[config.mk]
export PLATFORM = sky130hd
export DESIGN_NAME = mod_mem_viewer
export DESIGN_NICKNAME = d
export VERILOG_FILES = /design/src/rtl/mod_mem_viewer.sv
export SDC_FILE = /design/constraint.sdc
export NUM_CORES = 1
export LEC_CHECK = 0
export CELL_PAD_IN_SITES_DETAIL_PLACEMENT = 2
export CELL_PAD_IN_SITES_GLOBAL_PLACEMENT = 2
export CORE_UTILIZATION = 30
export CTS_BUF_LIST = sky130_fd_sc_hd__clkbuf_16
export CTS_CLUSTER_SIZE = 20
export DETAILED_ROUTE_END_ITERATION = 6
export PLACE_DENSITY_LB_ADDON = 0.15
export SLEW_MARGIN = 20
export SYNTH_ARGS = -nofsm -noshare
export SYNTH_HDL_FRONTEND = slang
export SYNTH_SLANG_ARGS = --single-unit
[constraint.sdc]
create_clock -name clk -period 2.7 [get_ports clk]
set_input_delay 0.81 -clock clk [delete_from_list [all_inputs] [get_ports clk]]
set_output_delay 0.81 -clock clk [all_outputs]
set_load 0.01 [all_outputs]
[src/rtl/mod_mem_viewer.sv]
// ---------------------------------------------------------------------------
// mod_mem_viewer
//   Front panel for browsing a data memory. Two push buttons move a viewing
//   pointer. The pointer itself, or the memory word it addresses, is
//   converted to display digits: a hex nibble window selected by page, or
//   the low DIGITS decimal digits from a double-dabble engine. The block
//   also divides clk down to a 50% duty processor clock and registers the
//   processor's hold (program end) flag.
//
//   Optional feature: define MEM_VIEWER_AUTOREPEAT_EN to make a held button
//   repeat its step every REPEAT cycles. Without it, each press gives one
//   step and no repeat counter exists.
//
//   Ports
//     clk            system clock, all state on posedge
//     reset          asynchronous, active low
//     show_mem_ptr   1 = display pointer, 0 = display mem_data
//     incr_mem_ptr   raw increment button
//     dcr_mem_ptr    raw decrement button
//     hex_or_dec     1 = hex, 0 = decimal
//     page[1:0]      hex nibble window select
//     hold           processor program-end flag
//     mem_data       memory word at mem_ptr (combinational read)
//     mem_ptr[31:0]  viewing pointer, wraps modulo MEM_DEPTH
//     proc_clk       divided clock, CLK_DIV cycles per period
//     digits         4*DIGITS digit codes, digit 0 in bits [3:0]
//     dec_ovf        decimal value needs more than DIGITS digits
//     completed      hold registered
//     not_completed  ~hold registered
// ---------------------------------------------------------------------------

// Per-button path: 2-flop synchroniser, counter debouncer, rising-edge step.
module mod_mem_viewer_btn #(
    parameter int DEBOUNCE = 65536,
    parameter int REPEAT   = 8000000
) (
    input  logic clk,
    input  logic reset,
    input  logic i_btn,
    output logic o_step
);
    localparam int DB_W = (DEBOUNCE > 1) ? $clog2(DEBOUNCE) : 1;

    logic [1:0]      r_sync;
    logic [DB_W-1:0] r_db_cnt;
    logic            r_db;
    logic            r_db_prev;
    logic            w_rise;

    // The level flips only on the DEBOUNCE-th consecutive differing sample.
    always_ff @(posedge clk or negedge reset) begin
        if (!reset) begin
            r_sync    <= '0;
            r_db_cnt  <= '0;
            r_db      <= 1'b0;
            r_db_prev <= 1'b0;
        end else begin
            r_sync    <= {r_sync[0], i_btn};
            r_db_prev <= r_db;
            if (r_sync[1] == r_db) begin
                r_db_cnt <= '0;
            end else if (r_db_cnt == DB_W'(DEBOUNCE - 1)) begin
                r_db     <= r_sync[1];
                r_db_cnt <= '0;
            end else begin
                r_db_cnt <= r_db_cnt + 1'b1;
            end
        end
    end

    assign w_rise = r_db & ~r_db_prev;

`ifdef MEM_VIEWER_AUTOREPEAT_EN
    localparam int RP_W = (REPEAT > 1) ? $clog2(REPEAT) : 1;

    logic [RP_W-1:0] r_rep_cnt;
    logic            w_rep;

    // Restarts on the initial step so repeats land REPEAT cycles apart.
    always_ff @(posedge clk or negedge reset) begin
        if (!reset)                        r_rep_cnt <= '0;
        else if (!r_db || w_rise || w_rep) r_rep_cnt <= '0;
        else                               r_rep_cnt <= r_rep_cnt + 1'b1;
    end

    assign w_rep  = r_db && !w_rise && (r_rep_cnt == RP_W'(REPEAT - 1));
    assign o_step = w_rise | w_rep;
`else
    logic w_unused_repeat;
    assign w_unused_repeat = (REPEAT == 0);
    assign o_step          = w_rise;
`endif
endmodule

module mod_mem_viewer #(
    parameter int DIGITS    = 4,
    parameter int DATA_W    = 32,
    parameter int MEM_DEPTH = 1024,
    parameter int CLK_DIV   = 15000,
    parameter int DEBOUNCE  = 65536,
    parameter int REPEAT    = 8000000
) (
    input  logic                  clk,
    input  logic                  reset,
    input  logic                  show_mem_ptr,
    input  logic                  incr_mem_ptr,
    input  logic                  dcr_mem_ptr,
    input  logic                  hex_or_dec,
    input  logic [1:0]            page,
    input  logic                  hold,
    input  logic [DATA_W-1:0]     mem_data,
    output logic [31:0]           mem_ptr,
    output logic                  proc_clk,
    output logic [4*DIGITS-1:0]   digits,
    output logic                  dec_ovf,
    output logic                  completed,
    output logic                  not_completed
);
    localparam int DIV_W = (CLK_DIV > 1) ? $clog2(CLK_DIV) : 1;
    // One spare BCD digit beyond what DATA_W needs, so the top digit never
    // overflows during the add-3 step.
    localparam int BCD_D = (DATA_W * 3) / 10 + 2;
    localparam int SH_W  = BCD_D * 4 + DATA_W;
    localparam int CNT_W = $clog2(DATA_W + 1);
    localparam int PAD_W = 4 * (BCD_D + 8);
    localparam logic [31:0] PTR_MAX = 32'(MEM_DEPTH - 1);

    typedef enum logic [1:0] {S_IDLE, S_LOAD, S_SHIFT, S_DONE} state_t;

    // ---------------- processor clock divider ----------------
    logic [DIV_W-1:0] r_div_cnt;
    logic             r_proc_clk;

    // High while the counter is in the first half of the period; the first
    // edge after reset sees count 0 and drives proc_clk high.
    always_ff @(posedge clk or negedge reset) begin
        if (!reset) begin
            r_div_cnt  <= '0;
            r_proc_clk <= 1'b0;
        end else begin
            r_proc_clk <= (r_div_cnt < DIV_W'(CLK_DIV / 2));
            r_div_cnt  <= (r_div_cnt == DIV_W'(CLK_DIV - 1)) ? '0 : r_div_cnt + 1'b1;
        end
    end

    // ---------------- buttons and pointer ----------------
    logic [1:0] w_btn;
    logic [1:0] w_step;   // [0] incr, [1] dcr
    logic [31:0] r_mem_ptr;

    assign w_btn = {dcr_mem_ptr, incr_mem_ptr};

    for (genvar g = 0; g < 2; g++) begin : g_btn
        mod_mem_viewer_btn #(.DEBOUNCE(DEBOUNCE), .REPEAT(REPEAT)) u_btn (
            .clk   (clk),
            .reset (reset),
            .i_btn (w_btn[g]),
            .o_step(w_step[g])
        );
    end

    // Coincident steps cancel.
    always_ff @(posedge clk or negedge reset) begin
        if (!reset)
            r_mem_ptr <= '0;
        else if (w_step[0] && !w_step[1])
            r_mem_ptr <= (r_mem_ptr == PTR_MAX) ? '0 : r_mem_ptr + 1'b1;
        else if (w_step[1] && !w_step[0])
            r_mem_ptr <= (r_mem_ptr == '0) ? PTR_MAX : r_mem_ptr - 1'b1;
    end

    // ---------------- conversion FSM ----------------
    state_t r_state, w_next;
    logic   w_load, w_shift, w_done;
    logic [CNT_W-1:0] r_bit_cnt;

    always_ff @(posedge clk or negedge reset) begin
        if (!reset) r_state <= S_IDLE;
        else        r_state <= w_next;
    end

    always_comb begin
        w_next = r_state;
        case (r_state)
            S_IDLE:  w_next = S_LOAD;
            S_LOAD:  w_next = hex_or_dec ? S_DONE : S_SHIFT;
            S_SHIFT: w_next = (r_bit_cnt == CNT_W'(DATA_W - 1)) ? S_DONE : S_SHIFT;
            S_DONE:  w_next = S_IDLE;
            default: w_next = S_IDLE;
        endcase
    end

    always_comb begin
        w_load  = (r_state == S_LOAD);
        w_shift = (r_state == S_SHIFT);
        w_done  = (r_state == S_DONE);
    end

    // ---------------- datapath ----------------
    // r_shift = {BCD digits, binary}; in hex mode the binary half keeps the
    // captured source untouched until DONE.
    logic [SH_W-1:0]     r_shift;
    logic                r_hex;
    logic [1:0]          r_page;
    logic [SH_W-1:0]     w_adj;
    logic [DATA_W-1:0]   w_src;
    logic [127:0]        w_src_ext;
    logic [PAD_W-1:0]    w_bcd_pad;
    logic [4*DIGITS-1:0] w_hex_digits;
    logic [4*DIGITS-1:0] w_dec_digits;
    logic                w_ovf;
    logic [4*DIGITS-1:0] r_digits;
    logic                r_dec_ovf;

    assign w_src = show_mem_ptr ? r_mem_ptr[DATA_W-1:0] : mem_data;

    always_comb begin
        w_adj = r_shift;
        for (int j = 0; j < BCD_D; j++)
            if (r_shift[DATA_W+4*j +: 4] >= 4'd5)
                w_adj[DATA_W+4*j +: 4] = r_shift[DATA_W+4*j +: 4] + 4'd3;
    end

    // Zero padding makes nibbles past DATA_W (and BCD digits past BCD_D)
    // read as 0 without range-dependent branches.
    assign w_src_ext = 128'(r_shift[DATA_W-1:0]);
    assign w_bcd_pad = PAD_W'(r_shift[SH_W-1:DATA_W]);
    assign w_ovf     = |(w_bcd_pad >> (4 * DIGITS));

    always_comb begin
        w_hex_digits = '0;
        w_dec_digits = '0;
        for (int i = 0; i < DIGITS; i++) begin
            w_hex_digits[4*i +: 4] = 4'(w_src_ext >> (4 * (int'(r_page) * DIGITS + i)));
            w_dec_digits[4*i +: 4] = w_bcd_pad[4*i +: 4];
        end
    end

    always_ff @(posedge clk or negedge reset) begin
        if (!reset) begin
            r_shift   <= '0;
            r_hex     <= 1'b0;
            r_page    <= '0;
            r_bit_cnt <= '0;
            r_digits  <= '0;
            r_dec_ovf <= 1'b0;
        end else begin
            if (w_load) begin
                r_shift   <= SH_W'(w_src);
                r_hex     <= hex_or_dec;
                r_page    <= page;
                r_bit_cnt <= '0;
            end
            if (w_shift) begin
                r_shift   <= w_adj << 1;
                r_bit_cnt <= r_bit_cnt + 1'b1;
            end
            if (w_done) begin
                r_digits  <= r_hex ? w_hex_digits : w_dec_digits;
                r_dec_ovf <= r_hex ? 1'b0 : w_ovf;
            end
        end
    end

    // ---------------- completion flags ----------------
    logic r_completed, r_not_completed;

    always_ff @(posedge clk or negedge reset) begin
        if (!reset) begin
            r_completed     <= 1'b0;
            r_not_completed <= 1'b1;
        end else begin
            r_completed     <= hold;
            r_not_completed <= ~hold;
        end
    end

    assign mem_ptr       = r_mem_ptr;
    assign proc_clk      = r_proc_clk;
    assign digits        = r_digits;
    assign dec_ovf       = r_dec_ovf;
    assign completed     = r_completed;
    assign not_completed = r_not_completed;
endmodule

==> results of run 1 <==
[Yosys cell counts, types with 6 or more instances]
master / n
dfrtp_1: 192
nor2_1: 107
nand2_1: 76
a21oi_1: 75
o21ai_0: 74
inv_1: 68
clkbuf_1: 56
mux2_2: 53
nand3_1: 42
xnor2_1: 41
ha_1: 40
nor3_1: 37
mux2i_1: 33
o22ai_1: 32
nand4_1: 29
a31oi_1: 22
xor2_1: 22
a2bb2oi_1: 17
nand2b_1: 15
and3_1: 14
o32ai_1: 12
nor4_1: 11
nor2b_1: 10
or3_1: 10
buf_1: 9
o31ai_1: 8
and2_1: 7
o211ai_1: 7
a41oi_1: 6
and4_1: 6
buf_6: 6
[through the flow]
stage	power, uW	util, %	area (sq um)	cells	hold WS (ns)
after floorplan	5580	-	11300	1208	0.331
after global routing	10000	37.1	13700	1800	0.333
after CTS	9660	37.1	13700	1800	0.312
after detailed placement	6890	35.5	13000	1768	0.341
after global placement	6810	35.5	13000	1768	0.338
final	9470	37.1	13700	1800	0.327
[power by group through the flow]
stage / combinational [uW] / clock, uW / sequential (uW)
6_report: 3040 / 2700 / 3720
5_1_grt: 3340 / 2890 / 3770
4_1_cts: 3100 / 2820 / 3740
3_5_place_dp: 3100 / 0 / 3790
3_3_place_gp: 3030 / 0 / 3780
2_1_floorplan: 1980 / 0 / 3600
[cell type report]
| class | instances | area (sq um) |
|---|---|---|
| flip-flops and latches | 193 | 4830 |
| clock inverters | 15 | 186 |
| inverters | 70 | 263 |
| fillers | 4035 | 23100 |
| clock buffers | 17 | 425 |
| well taps | 468 | 586 |
| multi-input cells | 868 | 5810 |
| repair buffers | 169 | 1560 |
[state kept, by name, summed over array words and instances, names as in the netlist]
name	flops
r_state	2
proc_clk	1
dec_ovf	1
r_div_cnt	14
not_completed	1
g_btn.u_btn.r_db	2
g_btn.u_btn.r_db_cnt	32
completed	1
r_shift	76
g_btn.u_btn.r_sync	4
r_bit_cnt	6
r_hex	1
digits	16
r_page	2
g_btn.u_btn.r_db_prev	2
mem_ptr	32
[cell families (layout without fill, tap and decap cells)]
logic type	after synthesis	after routing	synth area share [%]
adder cells (fa/ha/maj)	40	40	4.45
XOR/XNOR	63	63	4.90
multiplexers	86	86	8.24
AND/OR/NAND/NOR	387	387	17.4
flip-flops	193	193	42.9
AO/OA/AOI/OAI	292	292	16.5
buffers and inverters	147	271	5.69
[critical path: stages, from the launching register on]
cell and delay, ns:
dfrtp_1 0.53, buf_4 0.21, clkdlybuf4s50_1 0.56
[repair_timing]
action | 4_1_cts | 5_1_grt
setup buffers | 0 | 0
setup endpoints to repair | 0 | 2
gates resized for setup | 0 | 1
[routing by layer]
metal  wire, microns  share of wire (%)
met1           18300                 47
met2           19100                 49
met3            1100                2.8
met4             691                1.8
met5               0                  0
[final timing paths]
path                                          startpoint                       end  slack (ns)  depth (start not counted)
min in group clk                g_btn[1].u_btn.r_sync[0]  g_btn[1].u_btn.r_sync[1]        0.36                          0
worst min register to register  g_btn[1].u_btn.r_sync[0]  g_btn[1].u_btn.r_sync[1]        0.36                          0
worst max-delay path                          mem_ptr[6]                mem_ptr[6]        0.14                          2
max in group asynchronous                          reset               r_shift[59]        1.72                          2
worst min-delay path                               reset                r_shift[2]        0.33                          1
worst max register to register               mem_ptr[15]               mem_ptr[30]        0.24                          7
==> metrics, run 1 <==
Slew headroom=~31%; DRT Wirelength=between 30 and 40 mm; antenna cell count=0; die height=196 microns; most common cell after layout, fill and taps aside=dfrtp_1; post-synthesis register bit count=slightly below 200; DR pass1 iterations=5; placer congestion estimate=around 0.87; synth unique cells=70; setup repair after global routing missed its margin=false; top cells by area, synth=dfrtp_1, mux2_2, ha_1; core area=~37000 sq um; Switch Pwr=about 3500 uW; clock tree sinks=slightly below 200; final hold vios=0; Comb power frac=about a third; post-synthesis cell area=around 11000 sq um; cts bufs inserted=17; CTS root buf=clkbuf_16; Starting Density=30.6%; # setup viols final=0; pwr dens=a little under 700 nW/um^2; largest net degree at the start of global routing=between 40 and 50; initial antenna violation count=0; Worst EP arrival=between 1.5 and 2 ns; top_reg_cell synth=dfrtp_1; pre-CTS setup slack=0.232 ns; post-synth top area cell=dfrtp_1; CP max FO=6; Max Cap Viol=0; grt peak-use layer=met2; GRT Overall Usage=a little over a fifth; grt met2 use=between 30% and 40%; Hold Path Class=in2async; Tmin final=between 2 and 3 ns; vias in the first global route=10614; io pins=a little over 90; Tcrit/Tclk final=94.9%; Sw Ratio=between 30% and 40%; Synthesis Warnings=0; Max Freq=390 MHz; Slew @ Worst Pin=approximately 1.0 ns; routing usage on met1=28.0%; Clock Pin Slew Worst Setup and Hold Paths=about 0.08 ns; initial DRC count=between 400 and 500; Area growth, synth to finish=21.3%; final worst slack=between 0.1 and 0.15 ns; grt ovf=0; maximum vdd drop=0.525 mV; Setup crit end kind=primary output; Worst Setup Start Kind=flip-flop; share of cells above drive strength 1=13.5%; via count=about 9700; Int Pwr=about 6000 uW; Synth top area share=42.7%; H-tree depth=4; clock share of power=between 20% and 30%; Avg WL per Cell=between 20 and 25 microns; most frequent cells in the layout=dfrtp_1, nor2_1, clkdlybuf4s50_1; TritonCTS clock tree=built; global routing met3 resource utilization=~2.7%; Routed Antenna Nets=0; status=finished, final reports clean; ys async rst share=100%; Post-Syn Instances=1208; latest clock arrival within the worst-skew pair=between 0.4 and 0.5 ns; HPWL after DPL=just under 30 mm; vias per cell=~5.4; chip width=a little under 200 microns; number of nets in the layout=1400; hold buffer count at cts=0; clk buf depth=2; port bufs=92; DIE AREA=about 38000 sq um; first-pass GRT wire length=62.2 mm; crit path kind=reg2out; Syn Nets=about 1300; # rows=70; Post-synth EDFFs=0; syn avg cell area=around 9.3 sq um; max-slew violations=0; Crit path required time=1.89 ns; setup TNS=0 ns; Seq pwr share=about two fifths; LEAKAGE=around 0.0058 uW; Seq/Total Area, Yosys=42.9%; clk_skew=0.0161 ns; drt drc=0
No activity file was read; power rests on OpenSTA's default activity.
==> inputs of run 2 (changes only) <==
==> constraint.sdc (replaced) <==
create_clock -name clk -period 2.7 [get_ports clk]
set_input_delay 0.81 -clock clk [delete_from_list [all_inputs] [get_ports clk]]
set_output_delay 0.81 -clock clk [all_outputs]
set_load 0.05 [all_outputs]
==> metrics, run 2 (same netlist as run 1, synthesis figures left out) <==
antenna cell count=0 (unchanged); DIE AREA=38300 sq um (unchanged); setup repair after global routing missed its margin=false (unchanged); setup TNS=0 ns (unchanged); Max Freq=380 MHz (was 390 MHz); Slew headroom=34.9% (was 31.0%); worst r2r src=mem_ptr[0] (was mem_ptr[15]); hold buffer count at cts=0 (unchanged); most frequent cells in the layout=dfrtp_1, nor2_1, nand2_1 (was dfrtp_1, nor2_1, clkdlybuf4s50_1); latest clock arrival within the worst-skew pair=0.45 ns (was 0.47 ns); HPWL after DPL=28.4 mm (was 28.8 mm); initial DRC count=396 (was 478); final hold vios=0 (unchanged); Area growth, synth to finish=20.1% (was 21.3%); Clock Pin Slew Worst Setup and Hold Paths=0.08 ns (about the same); Slew @ Worst Pin=0.973 ns (was 1.03 ns); FF-to-FF path depth=6 (was 7); placer congestion estimate=0.875 (was 0.872); LEAKAGE=0.00588 uW (was 0.00577 uW); io pins=93 (unchanged); chip width=196 microns (unchanged); Worst Setup Start Kind=flip-flop (unchanged); die height=196 microns (unchanged); setup bufs post-CTS=0 (unchanged); number of nets in the layout=1388 (was 1400); most common cell after layout, fill and taps aside=dfrtp_1 (unchanged); vias in the first global route=10575 (was 10614); vias per cell=5.45 (was 5.41); CP max FO=5 (was 6); clk buf depth=2 (unchanged); pwr dens=718 nW/um^2 (was 693 nW/um^2); via count=9746 (was 9743); DRT Wirelength=38.9 mm (was 39.2 mm); crit path kind=reg2out (unchanged); maximum vdd drop=0.506 mV (was 0.525 mV); Largest register FFs=76 (unchanged); Routed Antenna Nets=0 (unchanged); GRT Overall Usage=21.1% (about the same); core area=36800 sq um (unchanged); fill count=4063 (was 4035); largest net degree at the start of global routing=50 (was 44); Setup crit end kind=primary output (unchanged); initial antenna violation count=0 (unchanged); port bufs=92 (unchanged); # setup viols final=0 (unchanged); Max Cap Viol=0 (unchanged); Design Area, Final=13500 sq um (was 13700 sq um); r2r setup slk=0.14 ns (was 0.24 ns); TritonCTS clock tree=built (unchanged); cts bufs inserted=17 (unchanged); status=finished, final reports clean (unchanged); DR pass1 iterations=4 (was 5); Critical Path Start=mem_ptr[13] (was mem_ptr[6]); r2r endpoint=mem_ptr[5] (was mem_ptr[30]); # rows=70 (unchanged); drt drc=0 (unchanged); H-tree depth=4 (unchanged); Worst EP arrival=1.82 ns (was 1.75 ns); Placement Cell Area=12900 sq um (was 13000 sq um); clock tree sinks=193 (unchanged); Crit path required time=1.89 ns (about the same); Tcrit/Tclk final=97.6% (was 94.9%); grt ovf=0 (unchanged); Hold Path Class=in2async (unchanged); Avg WL per Cell=21.7 microns (was 21.8 microns); clk_skew=0.0109 ns (was 0.0161 ns); Most flops, register=r_shift (unchanged); max-slew violations=0 (unchanged); CTS root buf=clkbuf_16 (unchanged); first-pass GRT wire length=62.4 mm (was 62.2 mm); share of cells above drive strength 1=13.0% (was 13.5%); Starting Density=30.6% (unchanged); Tmin final=2.63 ns (was 2.56 ns); post-CTS sizing=12 (was 0)
run 2: where the power goes:
part	internal (uW)	leakage [uW]	switching, uW
clock	1240	0.000282	1350
sequential	3290	0.00258	394
combinational	1330	0.00302	2110
total	5860	0.00588	3850
run 2: area by class of cell:
type | instances | area [sq um] | share of cell area, %
clock buffer | 17 | 425 | 3.15
clock inverter | 15 | 163 | 1.20
inverter | 70 | 263 | 1.94
multi-input combinational | 868 | 5800 | 42.9
sequential | 193 | 4830 | 35.7
tap | 468 | 586 | 4.33
timing repair buffer | 157 | 1450 | 10.7
run 2: worst max path at each step:
stage             endpoint  slack, ns  cells past startpoint
6_report       mem_ptr[13]       0.07                      2
5_1_grt        mem_ptr[27]       0.01                      2
3_5_place_dp   mem_ptr[13]       0.21                      8
3_3_place_gp   mem_ptr[13]       0.27                      8
4_1_cts        mem_ptr[14]      0.003                      2
2_1_floorplan  mem_ptr[25]       0.09                      7
run 2: worst max-delay path: stages, from the launching register on:
cell and delay [ns]:
dfrtp_1 0.41, buf_4 0.16, clkdlybuf4s50_1 0.80
run 2: per-stage QoR:
stage | power, uW | util [%] | hold slack, ns | cells | worst slack (ns)
floorplan | 5960 | - | 0.331 | 1208 | 0.0899
global placement | 7170 | 35.1 | 0.341 | 1756 | 0.274
detailed placement | 7230 | 35.1 | 0.340 | 1756 | 0.211
CTS | 9920 | 36.7 | 0.294 | 1788 | 0.00329
global route | 10300 | 36.8 | 0.312 | 1788 | 0.0143
finish | 9710 | 36.8 | 0.289 | 1788 | 0.0661
run 2: per-layer routing:
metal  up-vias  global-route usage [%]  wire length [microns]
met5         -                       0                      0
met4         0                    6.83                    839
met3        46                    2.99                   1070
met2       149                    35.0                  18900
met1      5009                    28.3                  18000
li1       4542                       -                      -
==> inputs of run 3 (changes only) <==
CTS_CLUSTER_SIZE = 16   (was 20)
==> results of run 3 <==
No change in the layout: final DEF, timing and power equal those of run 2.
